`src/rtl/config_pkg.sv`:
```
// Shared configuration for the vector loader / ternary matmul datapath:
// sizes, element and DDR types, and the word-unpacking geometry.
package config_pkg;

    localparam int D                   = 64;
    localparam int FixedPointPrecision = 16;
    localparam int DdrDataWidth        = 512;
    localparam int DdrAddrWidth        = 32;

    typedef logic [FixedPointPrecision-1:0] fixed_point_t;
    typedef logic [DdrAddrWidth-1:0]        ddr_address_t;
    typedef logic [DdrDataWidth-1:0]        ddr_data_t;
    typedef logic [$clog2(D)-1:0]           DI_t;

    // Number of vector elements carried by one DDR word, and the number of
    // DDR words that make up a full vector.
    localparam int ElemsPerWord = DdrDataWidth / FixedPointPrecision;
    localparam int NumDdrReads  = D / ElemsPerWord;

    // A DDR word viewed as an array of elements; element 0 sits in the LSBs.
    typedef logic [ElemsPerWord-1:0][FixedPointPrecision-1:0] ddr_word_elems_t;

    typedef enum logic [1:0] {
        ST_IDLE    = 2'd0,
        ST_LOADING = 2'd1,
        ST_HANDOFF = 2'd2
    } loader_state_t;

endpackage

```
`src/rtl/vector_loader.sv`:
```
// Fetches the input vector from DDR word by word, unpacks each word into the
// vector memory one element per cycle, then offers the matrix address to the
// matmul over a valid/ready handshake.
//
// state      | meaning
// -----------+---------------------------------------------------------------
// ST_IDLE    | waiting for a command; in_ready_o high
// ST_LOADING | owns DDR read port and vector-memory write port; fetch + unpack
// ST_HANDOFF | vector complete; out_valid_o high until out_ready_i
module vector_loader
    import config_pkg::*;
(
    input  logic         clk_i,
    input  logic         rst_i,
    output logic         in_ready_o,
    input  logic         in_valid_i,
    input  ddr_address_t vector_address_i,
    input  ddr_address_t matrix_address_i,
    output logic         out_valid_o,
    input  logic         out_ready_i,
    output ddr_address_t matrix_address_o,
    output DI_t          vector_addr_o,
    output logic         vector_w_en_o,
    output fixed_point_t vector_w_data_o,
    output ddr_address_t ddr_address_o,
    output logic         ddr_r_en_o,
    input  ddr_data_t    ddr_r_data_i,
    input  logic         ddr_r_valid_i,
    input  logic         ddr_waitrequest_n_i
);

    if (D % ElemsPerWord != 0) begin : g_bad_vector_length
        $error("vector_loader: D must be a multiple of ElemsPerWord");
    end

    localparam int CntW = $clog2(NumDdrReads + 1);
    localparam int IdxW = (ElemsPerWord > 1) ? $clog2(ElemsPerWord) : 1;

    localparam logic [CntW-1:0] NumReads = CntW'(NumDdrReads);
    localparam logic [CntW-1:0] LastWord = CntW'(NumDdrReads - 1);
    localparam logic [IdxW-1:0] LastElem = IdxW'(ElemsPerWord - 1);

    loader_state_t   state_q;
    ddr_address_t    vector_addr_q;
    ddr_address_t    matrix_addr_q;
    logic [CntW-1:0] req_cnt_q;      // DDR reads issued
    logic [CntW-1:0] word_idx_q;     // DDR words received / being unpacked
    logic [IdxW-1:0] elem_idx_q;     // element within the buffered word
    logic            outstanding_q;
    logic            buf_valid_q;
    ddr_word_elems_t buf_q;

    logic last_elem;
    logic wr_fire;
    logic rd_issue;
    logic rsp_accept;

    // Read issue and unpack strobes; a new read may overlap the final write of
    // the previous word so the buffer refills without a bubble.
    always_comb begin
        last_elem  = (elem_idx_q == LastElem);
        wr_fire    = (state_q == ST_LOADING) && buf_valid_q;
        rd_issue   = (state_q == ST_LOADING) && (req_cnt_q < NumReads) &&
                     !outstanding_q && ddr_waitrequest_n_i &&
                     (!buf_valid_q || last_elem);
        rsp_accept = ddr_r_valid_i && outstanding_q;
    end

    assign in_ready_o       = (state_q == ST_IDLE);
    assign out_valid_o      = (state_q == ST_HANDOFF);
    assign matrix_address_o = matrix_addr_q;
    assign ddr_r_en_o       = rd_issue;
    assign ddr_address_o    = vector_addr_q + ddr_address_t'(req_cnt_q);
    assign vector_w_en_o    = wr_fire;
    assign vector_addr_o    = DI_t'(word_idx_q) * DI_t'(ElemsPerWord) + DI_t'(elem_idx_q);
    assign vector_w_data_o  = buf_q[elem_idx_q];

    // Word buffer captures a DDR response only when a read is outstanding.
    always_ff @(posedge clk_i) begin
        if (rsp_accept) begin
            buf_q <= ddr_r_data_i;
        end
    end

    // Control FSM, request/response counters and unpack index.
    always_ff @(posedge clk_i) begin
        if (rst_i) begin
            state_q       <= ST_IDLE;
            vector_addr_q <= '0;
            matrix_addr_q <= '0;
            req_cnt_q     <= '0;
            word_idx_q    <= '0;
            elem_idx_q    <= '0;
            outstanding_q <= 1'b0;
            buf_valid_q   <= 1'b0;
        end else begin
            case (state_q)
                ST_IDLE: begin
                    if (in_valid_i) begin
                        vector_addr_q <= vector_address_i;
                        matrix_addr_q <= matrix_address_i;
                        req_cnt_q     <= '0;
                        word_idx_q    <= '0;
                        elem_idx_q    <= '0;
                        outstanding_q <= 1'b0;
                        buf_valid_q   <= 1'b0;
                        state_q       <= ST_LOADING;
                    end
                end
                ST_LOADING: begin
                    if (wr_fire) begin
                        if (last_elem) begin
                            elem_idx_q  <= '0;
                            buf_valid_q <= 1'b0;
                            word_idx_q  <= word_idx_q + CntW'(1);
                            if (word_idx_q == LastWord) begin
                                state_q <= ST_HANDOFF;
                            end
                        end else begin
                            elem_idx_q <= elem_idx_q + IdxW'(1);
                        end
                    end
                    if (rd_issue) begin
                        outstanding_q <= 1'b1;
                        req_cnt_q     <= req_cnt_q + CntW'(1);
                    end
                    // A response can only follow a drained buffer, so it takes
                    // precedence over the clear from the final write.
                    if (rsp_accept) begin
                        outstanding_q <= 1'b0;
                        buf_valid_q   <= 1'b1;
                    end
                end
                ST_HANDOFF: begin
                    if (out_ready_i) begin
                        state_q <= ST_IDLE;
                    end
                end
                default: begin
                    state_q <= ST_IDLE;
                end
            endcase
        end
    end

endmodule

```
`config.mk`:
```
export PLATFORM = sky130hd
export DESIGN_NAME = vector_loader
export DESIGN_NICKNAME = d
export VERILOG_FILES = /design/src/rtl/config_pkg.sv /design/src/rtl/vector_loader.sv
export SDC_FILE = /design/constraint.sdc
export NUM_CORES = 1
export LEC_CHECK = 0
export ABC_AREA = 1
export ABC_CLOCK_PERIOD_IN_PS = 13800
export BUFFER_PORTS_ARGS = -buffer_cell sky130_fd_sc_hd__buf_2
export CAP_MARGIN = 20
export CORE_AREA = 2 2 260 262
export CTS_CLUSTER_DIAMETER = 200
export DETAILED_ROUTE_END_ITERATION = 12
export DIE_AREA = 0 0 262 264
export PLACE_DENSITY_LB_ADDON = 0.15
export SLEW_MARGIN = 25
export SYNTH_ARGS = -nofsm -noshare
export SYNTH_HDL_FRONTEND = slang
export SYNTH_SLANG_ARGS = --single-unit
export TNS_END_PERCENT = 20
```
`constraint.sdc`:
```
create_clock -name clk_i -period 13.8 [get_ports clk_i]
set_clock_uncertainty 0.2 [all_clocks]
set_input_delay 1.38 -clock clk_i [delete_from_list [all_inputs] [get_ports clk_i]]
set_output_delay 1.38 -clock clk_i [all_outputs]
set_load 0.03 [all_outputs]
```
### Yosys cells after proc, flatten, opt, wreduce, memory -nomap -nowiden

Index checks and enable logic that the tools add are counted.

| storage, ports and cells | value |
|---|---|
| memories kept | 0 |
| latch bits | 0 |
| logic and storage cells | 104 |
| bits of input ports | 582 |
| RAM bits | 0 |
| register bits after elaboration | 589 |
| memory bits (read-only) | 0 |

| operators by class | value |
|---|---|
| $lt $le $gt $ge | 2 |
| muxes and demuxes | 26 |
| $add $sub $neg | 5 |
| shift operators | 0 |
| multipliers | 0 |
| bitwise operators | 0 |
| div/mod/pow operators | 0 |
| reduce and logical (&&, ||, !) cells | 18 |
| equal/unequal tests | 13 |

Operators with widths:

| operator | count |
|---|---|
| $bmux 16 s5 | 1 |
| $add 32x2->32 | 1 |
| $mux 2 | 9 |
| $mux 16 | 1 |
| $mux 5 | 3 |
| $pmux 5 s2 | 1 |
| $ne 3x3->1 const B | 3 |
| $reduce_and 3->1 | 3 |
| $pmux 2 s2 | 2 |
| $reduce_and 4->1 | 2 |
| $add 6x5->6 | 1 |
| $logic_and 1x1->1 | 6 |
| $lt 5x6->1 const B | 1 |
| $mux 1 | 6 |
| $ne 2x1->1 const B | 3 |
| $ne 2x2->1 const B | 3 |
| $pmux 2 s3 | 1 |
| $add 5x1->5 const B | 1 |
| $eq 5x5->1 const B | 1 |
| $reduce_and 5->1 | 1 |
| $add 2x1->2 const B | 2 |
| $eq 2x1->1 const B | 2 |
| $pmux 1 s2 | 2 |
| $eq 2x2->1 const B | 1 |
| 6 further kinds | 7 |

### Longest topological paths before layout

| depth | value |
|---|---|
| depth after elaboration | 8 |
| depth in mapped cells | 12 |
| depth with buffers taken out | 10 |

### Least setup slack after synthesis

OpenSTA, ideal clock, no wires.

| timing | value |
|---|---|
| kind | input to register |
| start | in ddr_r_valid_i |
| end | reg buf_valid_q |
| path slack | 1350 ps |
| library setup time | 101 ps |
| path buffers | 0 |
| arrival | 12149 ps |
| data required time | 13499 ps |
| cell stages on the path | 4 |
| cell sequence | nand2_1 -> inv_1 -> nand2_1 -> a21oi_1 |

| on the way | value |
|---|---|
| cells in the longest elaborated chain, start to end | 3 |
| elaborated cells between the ends (all ways) | 6 |
| those cells by class | eq/ne: 2; mux: 2; reduce/logical: 2 |

Ends and longest elaborated chain:

| item | RTL line | RTL |
|---|---|---|
| start: declaration | vector_loader.sv:28 | `input logic ddr_r_valid_i,` |
| $logic_and 1x1->1 * | vector_loader.sv:66 | `rsp_accept = ddr_r_valid_i && outstanding_q;` |
| net rsp_accept | vector_loader.sv:56 | `logic rsp_accept;` |
| $ne 3x3->1 (no line) or $mux 1 (tied branches) | -- |  |
| $reduce_and 4->1 (no line) or $pmux 1 s2 (tied branches) | -- |  |
| end signal: assignment | vector_loader.sv:95 | `buf_valid_q <= 1'b0;` |
| end signal: assignment | vector_loader.sv:106 | `buf_valid_q <= 1'b0;` |
| end signal: assignment | vector_loader.sv:114 | `buf_valid_q <= 1'b0;` |
| end: declaration | vector_loader.sv:50 | `logic buf_valid_q;` |

Mark *: on every way through the listed nets, which the timed path passes. The rest lies on a longest branch.
A chain may end at the register's enable or synchronous reset.

### Worst setup path after layout

| timing | value |
|---|---|
| start | reg elem_idx_q[0] |
| end | out vector_w_data_o[10] |

| on the way | value |
|---|---|
| cells in the longest elaborated chain, start to end | 2 |

Ends and longest elaborated chain:

| item | RTL line | RTL |
|---|---|---|
| start: declaration | vector_loader.sv:48 | `logic [IdxW-1:0] elem_idx_q;` |
| start signal: assignment | vector_loader.sv:120 | `elem_idx_q <= elem_idx_q + IdxW'(1);` |
| $bmux 16 s5 | vector_loader.sv:76 | `assign vector_w_data_o = buf_q[elem_idx_q];` |
| $mux 16 (implied by the code) | vector_loader.sv:76 |  |
| end: declaration | vector_loader.sv:24 | `output fixed_point_t vector_w_data_o,` |

No other way between the ends. The select of a mux whose other input is x is not followed.

==> out/metrics.yaml <==
period_share: 0.3776
num_vias: 19060
final_common_cell: "nand2_1"
outcome: "complete, no violations"
dieArea_um2: 69170
die_x_um: 262
startpoint_type: "register"
hold_end: "word_idx_q[1]"
gp_congestion: 0.9205
drv_cap: 0
cts_buffers: 68
root_buffer: "clkbuf_16"
ys_warn_count: 0
crit_arrival_ns: 3.63
peakVddDrop_mv: 0.1002
pin_count: 672
drt_wl_total_mm: 84.71
synth_seq_cells: 589
met3_usage: 0.05431
rr_worst_depth: 4
cp.required_ns: 12.22
hp-start: "word_idx_q[1]"
netlist_top_cells_area: "edfxtp_1 (63%), nand2_1 (12%), nand3_1 (8.1%)"
coreArea_um2: 66560
hold_buffers: 0
setup_violations: 0
post-cts-setup-buffers: 0
post_drt_wl_per_cell_um: 22.13
hold_depth: 2
antenna_found_initial: 35
row_count: 95
path_delay_family: "buffers and inverters"
crit_top_cell: "nand2_1"
port_buffers: 671
htree_levels: 3
syn_area_um2: 24440
synth_cells: 2245
min_path_type: "reg2reg"
critPathMaxStageDelay_ns: 0.72
synth_top_area_frac: 0.6291
drive_gt1_frac: 0.2787
ff2ff_setup_slack_ns: 10.14
slew_violations: 0
fmax_ghz: 0.1919
period_needed_ns: 5.211
grtUsageMet2: 0.3838
rsz0062_at_grt: "false"
grt_pass1_wl_mm: 119.6
cts_sinks: 589
drc: 0
place_area_um2: 28210
clock_latency_ns: 0.59
firstDrtPassIters: 5
cts_resized: 0
grt-ovfl-total: 0
r2r_start: "outstanding_q"
r2r-end: "buf_q[339]"
vias_per_cell: 4.979
hpwl_mm: 59.10
chipHeight_um: 264
final_area_um2: 30540
crit_fanout: 198
powerDensity_nw_per_um2: 142.8
syn_to_final_growth_pct: 24.94
initial_core_util: 0.3672
fin_util: 0.4588
ys_types: 36
drtIter0Drc: 1850
grt_max_degree: 199
path_class: "reg2out"
worstSetupEndpointType: "primary output"
grtUsageTotal: 0.2369
slowest_stage: "buf_4"
worst-slew-pin-transition_ns: 1.094
top_usage_layer: "met2"
hold_slack_ns: 0.2643
clk_pin_slew_worst_paths_ns: 0.05
cp.buffers_inverters: 3
hold_viol_final: 0
nNetsFinal: 3463
clock_path_buffers: 3
synth_seq_area_share: 0.6921
layout_common_cells: "nand2_1 (784), buf_2 (671), edfxtp_1 (512)"
grt_pass1_vias: 18570
synth_top_area_cell: "edfxtp_1"
crit_chain: "buf_12 > buf_4 > nand2_1 > nand3_1 > nand3_1 > nand2_1 > nand2_1 > nand2_1 > nand2_1 > nand2_1 > buf_2"
p_leak_uw: 0.01248
grt_use_met1: 0.3080
cts_tree: "yes"
slew_headroom: 0.2707
ant_nets: 0
postSynthAreaPerCell_um2: 10.89
synth_fp_nets: 2833
fin_tns_setup_ns: 0
-- layout make-up --
class	count	area [um^2]
repair buffers	690	3553
fillers	6400	36030
well taps	873	1092
inverters	45	187.7
clock buffers	83	1788
multi-input cells	1481	6500
flip-flops and latches	589	16930
diodes	27	67.56
clock inverters	40	419.2
-- layer usage --
layer	part of all wire	wire length (um)	vias up
li1	-	-	9003
met5	0.0014	122	-
met2	0.49	41100	773
met4	0.029	2445	18
met1	0.41	34500	9130
met3	0.077	6538	137
-- where the power goes --
part           total, uW  switching (uW)  leakage, uW  internal (uW)
clock network       1810             743      0.00109           1060
logic                539             370      0.00614            169
registers           2020            28.6      0.00526           1990
-- through the flow --
step / cells / setup slack [ns] / total power, uW
after floorplan: 2245 / 1.350 / 2390
after global placement: 3676 / 9.057 / 2591
after detailed placement: 3676 / 8.970 / 2597
after CTS: 3799 / 8.380 / 4403
after global routing: 3823 / 8.390 / 4525
final: 3828 / 8.589 / 4362
-- worst max-delay path by stage --
| stage | startpoint | endpoint | depth (start not counted) |
|---|---|---|---|
| after floorplan | ddr_r_valid_i | buf_valid_q | 4 |
| after global placement | ddr_r_valid_i | buf_q[74] | 5 |
| after detailed placement | ddr_r_valid_i | buf_q[74] | 5 |
| after CTS | elem_idx_q[0] | vector_w_data_o[2] | 11 |
| after global routing | elem_idx_q[0] | vector_w_data_o[10] | 11 |
| final | elem_idx_q[0] | vector_w_data_o[10] | 11 |
-- sequential cells by signal, indices dropped and copies added, names as in the netlist --
register and cells:
buf_q 512, matrix_address_o 32, vector_addr_q 32, elem_idx_q 5, req_cnt_q 2, state_q 2, word_idx_q 2, buf_valid_q 1
outstanding_q 1
-- worst reg2reg max path: stages, from the launching register on --
cell	delay, ns
dfxtp_1	0.36
nand2_1	0.15
inv_8	0.59
buf_4	1.07
buf_4	0.88
-- cells in the mapped netlist --
cell and count:
buf_6 25, nand2_2 2, and3_1 1, nor2_2 3, nand2_1 784, edfxtp_1 512, dfxtp_1 77, o21ai_2 1
o21a_1 1, a21oi_1 29, buf_8 1, xor2_1 23, nor3_1 14, clkinv_1 2, nand3_1 395, inv_2 3
buf_2 58, nor3_2 5, inv_6 1, xnor2_1 3, buf_1 4, inv_1 39, fa_1 1, nand4_1 5
o21ai_4 1, buf_12 1, nor2_1 130, o21ai_0 61, ha_1 5, nand3b_1 4, a211oi_1 2, buf_4 20
nand2_4 1, o21ai_1 9, a21oi_2 1, clkbuf_1 21
-- cell families after synthesis --
family	synth area share
compound gates	0.02258
xor+xnor	0.009317
buf+inv	0.04193
fa+ha+maj	0.003379
simple gates	0.2307
flops	0.6921
Power figures use the tool's default switching activity.
